<file path="src/rtl/writeback_unit.sv">
// Register-file write-side driver: buffers ALU/memory writebacks in an in-order FIFO,
// drains one write per cycle through a registered port, and forwards pending values.
module writeback_unit #(
    parameter int DATA_W = 16,
    parameter int ADDR_W = 3,
    parameter int DEPTH  = 4,
    localparam int CNT_W = $clog2(DEPTH + 1),
    localparam int PTR_W = $clog2(DEPTH)
) (
    input  logic              inp_clk,
    input  logic              inp_rst,
    input  logic              inp_memValid,
    input  logic [ADDR_W-1:0] inp_memReg,
    input  logic [DATA_W-1:0] inp_memData,
    output logic              out_memReady,
    input  logic              inp_aluValid,
    input  logic [ADDR_W-1:0] inp_aluReg,
    input  logic [DATA_W-1:0] inp_aluData,
    output logic              out_aluReady,
    input  logic              inp_wbHold,
    output logic              out_flagWrite,
    output logic [ADDR_W-1:0] out_regWrite,
    output logic [DATA_W-1:0] out_dataWrite,
    input  logic [ADDR_W-1:0] inp_rs,
    input  logic [ADDR_W-1:0] inp_rd,
    output logic              out_fwd1Hit,
    output logic [DATA_W-1:0] out_fwd1Data,
    output logic              out_fwd2Hit,
    output logic [DATA_W-1:0] out_fwd2Data,
    output logic [CNT_W-1:0]  out_count,
    output logic              out_full,
    output logic              out_empty
);

    logic [ADDR_W-1:0] entry_reg  [DEPTH];
    logic [DATA_W-1:0] entry_data [DEPTH];
    logic [PTR_W-1:0]  head;
    logic [PTR_W-1:0]  tail;
    logic [PTR_W-1:0]  alu_slot;
    logic [CNT_W-1:0]  count;
    logic [CNT_W:0]    free;
    logic [CNT_W:0]    alu_need;
    logic [1:0]        push_n;
    logic              pop;
    logic              mem_takes_slot;
    logic              mem_push;
    logic              alu_push;

    // Handshake: register-0 requests complete the handshake but never occupy a slot.
    always_comb begin
        pop            = (count != '0) && !inp_wbHold;
        free           = (CNT_W + 1)'(DEPTH) - {1'b0, count} + {{CNT_W{1'b0}}, pop};
        mem_takes_slot = inp_memValid && (inp_memReg != '0);
        alu_need       = (CNT_W + 1)'(1) + {{CNT_W{1'b0}}, mem_takes_slot};
        out_memReady   = free >= (CNT_W + 1)'(1);
        out_aluReady   = free >= alu_need;
        mem_push       = mem_takes_slot && out_memReady;
        alu_push       = inp_aluValid && out_aluReady && (inp_aluReg != '0);
        push_n         = {1'b0, mem_push} + {1'b0, alu_push};
        alu_slot       = mem_push ? tail + PTR_W'(1) : tail;
    end

    // Entry storage: no reset needed, occupancy alone decides which slots are live.
    always_ff @(posedge inp_clk) begin
        if (mem_push) begin
            entry_reg[tail]  <= inp_memReg;
            entry_data[tail] <= inp_memData;
        end
        if (alu_push) begin
            entry_reg[alu_slot]  <= inp_aluReg;
            entry_data[alu_slot] <= inp_aluData;
        end
    end

    // Drain stage: head entry moves into the registered write port.
    always_ff @(posedge inp_clk) begin
        if (inp_rst) begin
            head          <= '0;
            tail          <= '0;
            count         <= '0;
            out_flagWrite <= 1'b0;
            out_regWrite  <= '0;
            out_dataWrite <= '0;
        end else begin
            tail  <= tail + PTR_W'(push_n);
            count <= count + CNT_W'(push_n) - CNT_W'(pop);
            if (pop) begin
                head          <= head + PTR_W'(1);
                out_flagWrite <= 1'b1;
                out_regWrite  <= entry_reg[head];
                out_dataWrite <= entry_data[head];
            end else begin
                out_flagWrite <= 1'b0;
            end
        end
    end

    // Scan oldest to youngest so the youngest match overwrites earlier hits.
    function automatic logic [DATA_W:0] lookup(input logic [ADDR_W-1:0] idx);
        logic              hit;
        logic [DATA_W-1:0] data;
        logic [PTR_W-1:0]  slot;
        hit  = 1'b0;
        data = '0;
        if (idx != '0) begin
            if (out_flagWrite && (out_regWrite == idx)) begin
                hit  = 1'b1;
                data = out_dataWrite;
            end
            for (int i = 0; i < DEPTH; i++) begin
                slot = head + PTR_W'(i);
                if ((CNT_W'(i) < count) && (entry_reg[slot] == idx)) begin
                    hit  = 1'b1;
                    data = entry_data[slot];
                end
            end
        end
        return {hit, data};
    endfunction

    always_comb begin
        {out_fwd1Hit, out_fwd1Data} = lookup(inp_rs);
        {out_fwd2Hit, out_fwd2Data} = lookup(inp_rd);
    end

    assign out_count = count;
    assign out_full  = (count == CNT_W'(DEPTH));
    assign out_empty = (count == '0);

endmodule
</file>
<file path="config.mk">
export PLATFORM = sky130hd
export DESIGN_NAME = writeback_unit
export DESIGN_NICKNAME = d
export VERILOG_FILES = /design/src/rtl/writeback_unit.sv
export SDC_FILE = /design/constraint.sdc
export NUM_CORES = 1
export LEC_CHECK = 0
export ABC_CLOCK_PERIOD_IN_PS = 4050
export CORE_MARGIN = 3
export CORE_UTILIZATION = 52
export CTS_CLUSTER_DIAMETER = 40
export CTS_CLUSTER_SIZE = 10
export DETAILED_ROUTE_END_ITERATION = 10
export GPL_TIMING_DRIVEN = 0
export MAX_ROUTING_LAYER = met4
export PLACE_DENSITY = 0.83
export SLEW_MARGIN = 10
export SYNTH_ARGS = -nofsm -noshare
export SYNTH_HDL_FRONTEND = slang
export SYNTH_SLANG_ARGS = --single-unit
</file>
<file path="constraint.sdc">
create_clock -name inp_clk -period 4.05 [get_ports inp_clk]
set_clock_uncertainty 0.05 [all_clocks]
set_input_delay 1.0125 -clock inp_clk [delete_from_list [all_inputs] [get_ports inp_clk]]
set_output_delay 1.0125 -clock inp_clk [all_outputs]
set_load 0.02 [all_outputs]
</file>
==> out/results.txt, run 1 <==
The flow ran to the end, but the final reports show violations. The checks that failed: setup timing. The critical path capture point was out_fwd2Hit. For the achievable frequency, the log shows 0.2465 GHz. For this design the top-level I/O count stands at 110. The worst setup path is launched from a flop.

Synthesis produced a netlist whose cell count is 781. Compared with the post-synthesis result, the final layout area differs by 27.90%. The register with the most flip-flops in the layout has 64 of them.

Level count of the clock H-tree: 3. The detailed-route vias per instance was 7.015. Leaving out fill and tap cells, the most frequent cell in the layout is a21oi_1. The aggregate global-route resource usage is 0.3182, and the maximum net fanout on the critical path is 10. Clock-pin slew was measured on the worst setup and hold paths at 80 ps. The worst setup path is of the reg -> out kind.

The final routed wire length divided by cell count was 25.79 µm; the number of buffers created by CTS was 9. The synthesized area divided by synthesized cell count is 11.11 µm². The run gives 0.008678 mm² as the netlist area before placement.

For the final net count, the log shows 975. The arrival time of the worst setup path came out at 2990 ps. Row generation in the floorplan step produced 46 rows. The logs give 0.01828 mm² for the die footprint and 0 for the total global routing overflow.

The run gives -6.270 ps as the worst-case setup margin in the final layout. Together, buffers and inverters on the worst path number 3. The die is 135.2 µm tall. The run gives 0.112 as the clock network fraction of design power. Leaving out fill and tap cells, the most frequent cells in the layout are a21oi_1 (87), edfxtp_1 (76), mux4_2 (70). The reg-to-reg critical path startpoint is out_count[1]. For the worst flop-to-flop path, the logic depth is 19. On the final layout, the worst hold slack is 453.5 ps.

The number of distinct library cells after synthesis is 50, and the starting utilization of the core area is 0.5385. In this run the power density over the cells is 720.7 mW/mm². The switching power as a share of total power was 0.4663. The tools report the count of endpoints failing setup in the final report as 1. Number of antenna violations at the first check in global routing: 0. In this run the remaining antenna-violating nets after routing total 0.

The fraction of registers with async set or reset after synthesis was 0. The sequential fraction of the synthesis area was 0.3299; the largest voltage drop on the vdd net was 312.2 µV. The routed design could run at a clock period as short as 4056 ps. Latest clock arrival within the worst-skew pair: 370 ps. The die is 135.2 µm wide. For the pin count of the biggest net entering global routing, the log shows 20. Worst-path cell with the longest stage delay: mux4_2. The final worst-path cycle share was 1.002. The tools report the number of DRC violations after detailed routing as 0.

The leakage power was 3.670 nW. The synthesis warning total came out at 0. The worst register-to-register path has a setup slack of 110 ps. The part of the power in combinational logic was 0.638. The count of cells in the finished layout, fillers not included, comes to 1,133. In this run the critical register-to-register path is captured at out_count[2]. For the total placed cells including tap cells, the log shows 1,099.

For this block, the via count after detailed routing is 7,948. The signal on the critical path passes through buf_4, mux4_2, xor2_2, nor3_4, clkbuf_2, o21ai_0, a21oi_1, dlygate4sd2_1. The first detailed-routing pass took 5 iterations. In this run the power spent charging and discharging nets is 3.730 mW. In this run the most critical hold path is launched from out_dataWrite[2].

The worst slew slack as a fraction of its limit was 0.4505. The count of hold-fix buffers inserted at cts is 0, and the total of max-cap violations is 0. The number of enable flip-flop cells after synthesis came out at 76. Cell internal power was estimated by the tool at 4.269 mW.

The tools report the total detailed-routing wirelength as 29.22 mm. Fraction of layout instances using a drive strength above 1: 0.3315. After the first detailed-routing iteration, the DRC count stood at 1,136. The maximum count of clock buffers along a single path came out at 2. On the critical path the largest part of the delay comes from buffers and inverters. The root buffer cell chosen for the clock tree is clkbuf_16.

Counting every sink on the clock net gives 105. The run gives 0.249 as the share of total power in sequential cells. Number of storage elements in the synthesis netlist: 105.

The congestion estimate from routability-driven global placement came to 1.018. Half-perimeter wire length after detailed placement: 20.87 mm. For this run, the leading register cell type out of synthesis is edfxtp_1.

The largest single stage delay on the critical path is 530 ps. STA puts the critical path data required time at 2990 ps. TritonCTS built the clock tree.

The number of global-route vias before repair is 7,430. Nature of the critical path endpoint: an output port. Synthesis produced a netlist with a net count of 844. Cell count along the critical path: 8. Setup repair after global routing could not meet its margin everywhere.

For the pin with the worst max-slew slack, the measured transition is 824.2 ps. The total area inside the core boundary comes to 0.01612 mm². The tightest min-delay check is of the reg -> reg type.

Buffers placed on the I/O ports in this run total 102. The most critical setup path has its startpoint at entry_reg[3][2]. The final max-slew violation count is 0, and the number of endpoints with negative hold slack in the final report is 0.

The number of antenna repair diodes came out at 0. The first global-routing pass estimated 43.80 mm of wire.
## power by group through the flow
stage	sequential (mW)	clock (mW)	combinational (mW)
after CTS	1.94	0.892	4.73
after detailed placement	1.95	0	4.53
final	1.99	0.900	5.11
after global placement	1.90	0	4.46
after global routing	2.02	0.937	5.37
after floorplan	1.88	0	3.03
## worst reg2reg max path, delay by kind of cell, from the launching register on
family	cells	cell delay, ps
and+or+nand+nor	3	510
adders and majority gates	7	1690
DFF	1	670
xor gates and xnor gates	2	270
AOI/OAI and AO/OA	3	410
buffers and inverters	4	210
## per-layer routing
metal | wire length [µm] | GRT usage
met1 | 11760 | 0.4506
met3 | 3220 | 0.05721
met4 | 704 | 0.09239
met5 | 0 | -
met2 | 13530 | 0.4746
## synthesized netlist by cell type, drive strengths merged, types with 21 or more instances
master  instances  area (µm²)
o22ai          32       200.2
a21oi          88       440.4
clkbuf         41       153.9
a221oi         32       355.3
o21ai          37       185.2
edfxtp         76        2282
nor2b          21       133.9
dfxtp          29       580.6
xor2           29       254.0
mux2           79       889.6
buf            33       185.2
mux4           70        1577
o211ai         32       240.2
nand2          47       176.4
## how the worst min path moves through the flow
| stage | to | slack, ps | cells past startpoint |
|---|---|---|---|
| 5_1_grt | out_dataWrite[3] | 460 | 2 |
| 3_5_place_dp | out_dataWrite[1] | 440 | 2 |
| 4_1_cts | out_dataWrite[1] | 450 | 2 |
| 2_1_floorplan | out_dataWrite[0] | 510 | 2 |
| 3_3_place_gp | out_dataWrite[3] | 430 | 2 |
| 6_report | out_dataWrite[2] | 450 | 2 |
## repair_timing
action | 4_1_cts | 5_1_grt
gates cloned | 0 | 0
resized for setup | 190 | 88
endpoints found under the setup margin | 162 | 66
pin swaps | 19 | 28
buffers inserted | 17 | 5
## logic make-up (layout without fill, tap and decap cells)
logic type	after synthesis	after routing	synth area share
AO/OA/AOI/OAI	234	234	0.1770
XOR/XNOR	40	40	0.04037
adder cells (fa/ha/maj)	14	14	0.02105
buffers and inverters	84	220	0.04340
flip-flops	105	105	0.3299
multiplexers	159	159	0.2957
AND/OR/NAND/NOR	145	145	0.09256
## stage by stage
step                area [µm²]    util  worst slack (ps)  power [mW]  setup TNS, ps
global placement         10070  0.6247             -1129       6.356        -130360
floorplan                 8776       -            -127.1       4.906         -127.1
finish                   11100  0.6887            -6.270       8.000         -6.270
global route             11100  0.6887            -89.12       8.321         -694.5
CTS                      10760  0.6677             3.370       7.562              0
detailed placement       10070  0.6247             -1222       6.478        -140140
## final cells by class
class	instances	area [µm²]
multi-input cells	592	6067
fillers	1119	5016
flip-flops and latches	105	2865
repair buffers	124	1105
plain buffers	70	466.7
well taps	216	270.3
clock buffers	9	225.2
clock inverters	7	60.06
inverters	10	40.04
(Power assumes the default switching activity.)
==> run 2: changes to the inputs <==
--- a/config.mk
+++ b/config.mk
@@ -9,7 +9,6 @@
 export CORE_MARGIN = 3
 export CORE_UTILIZATION = 52
 export CTS_CLUSTER_DIAMETER = 40
-export CTS_CLUSTER_SIZE = 10
 export DETAILED_ROUTE_END_ITERATION = 10
 export GPL_TIMING_DRIVEN = 0
 export MAX_ROUTING_LAYER = met4
==> results of run 2 <==
The final DEF is identical to that of run 1; final timing and power are the same.
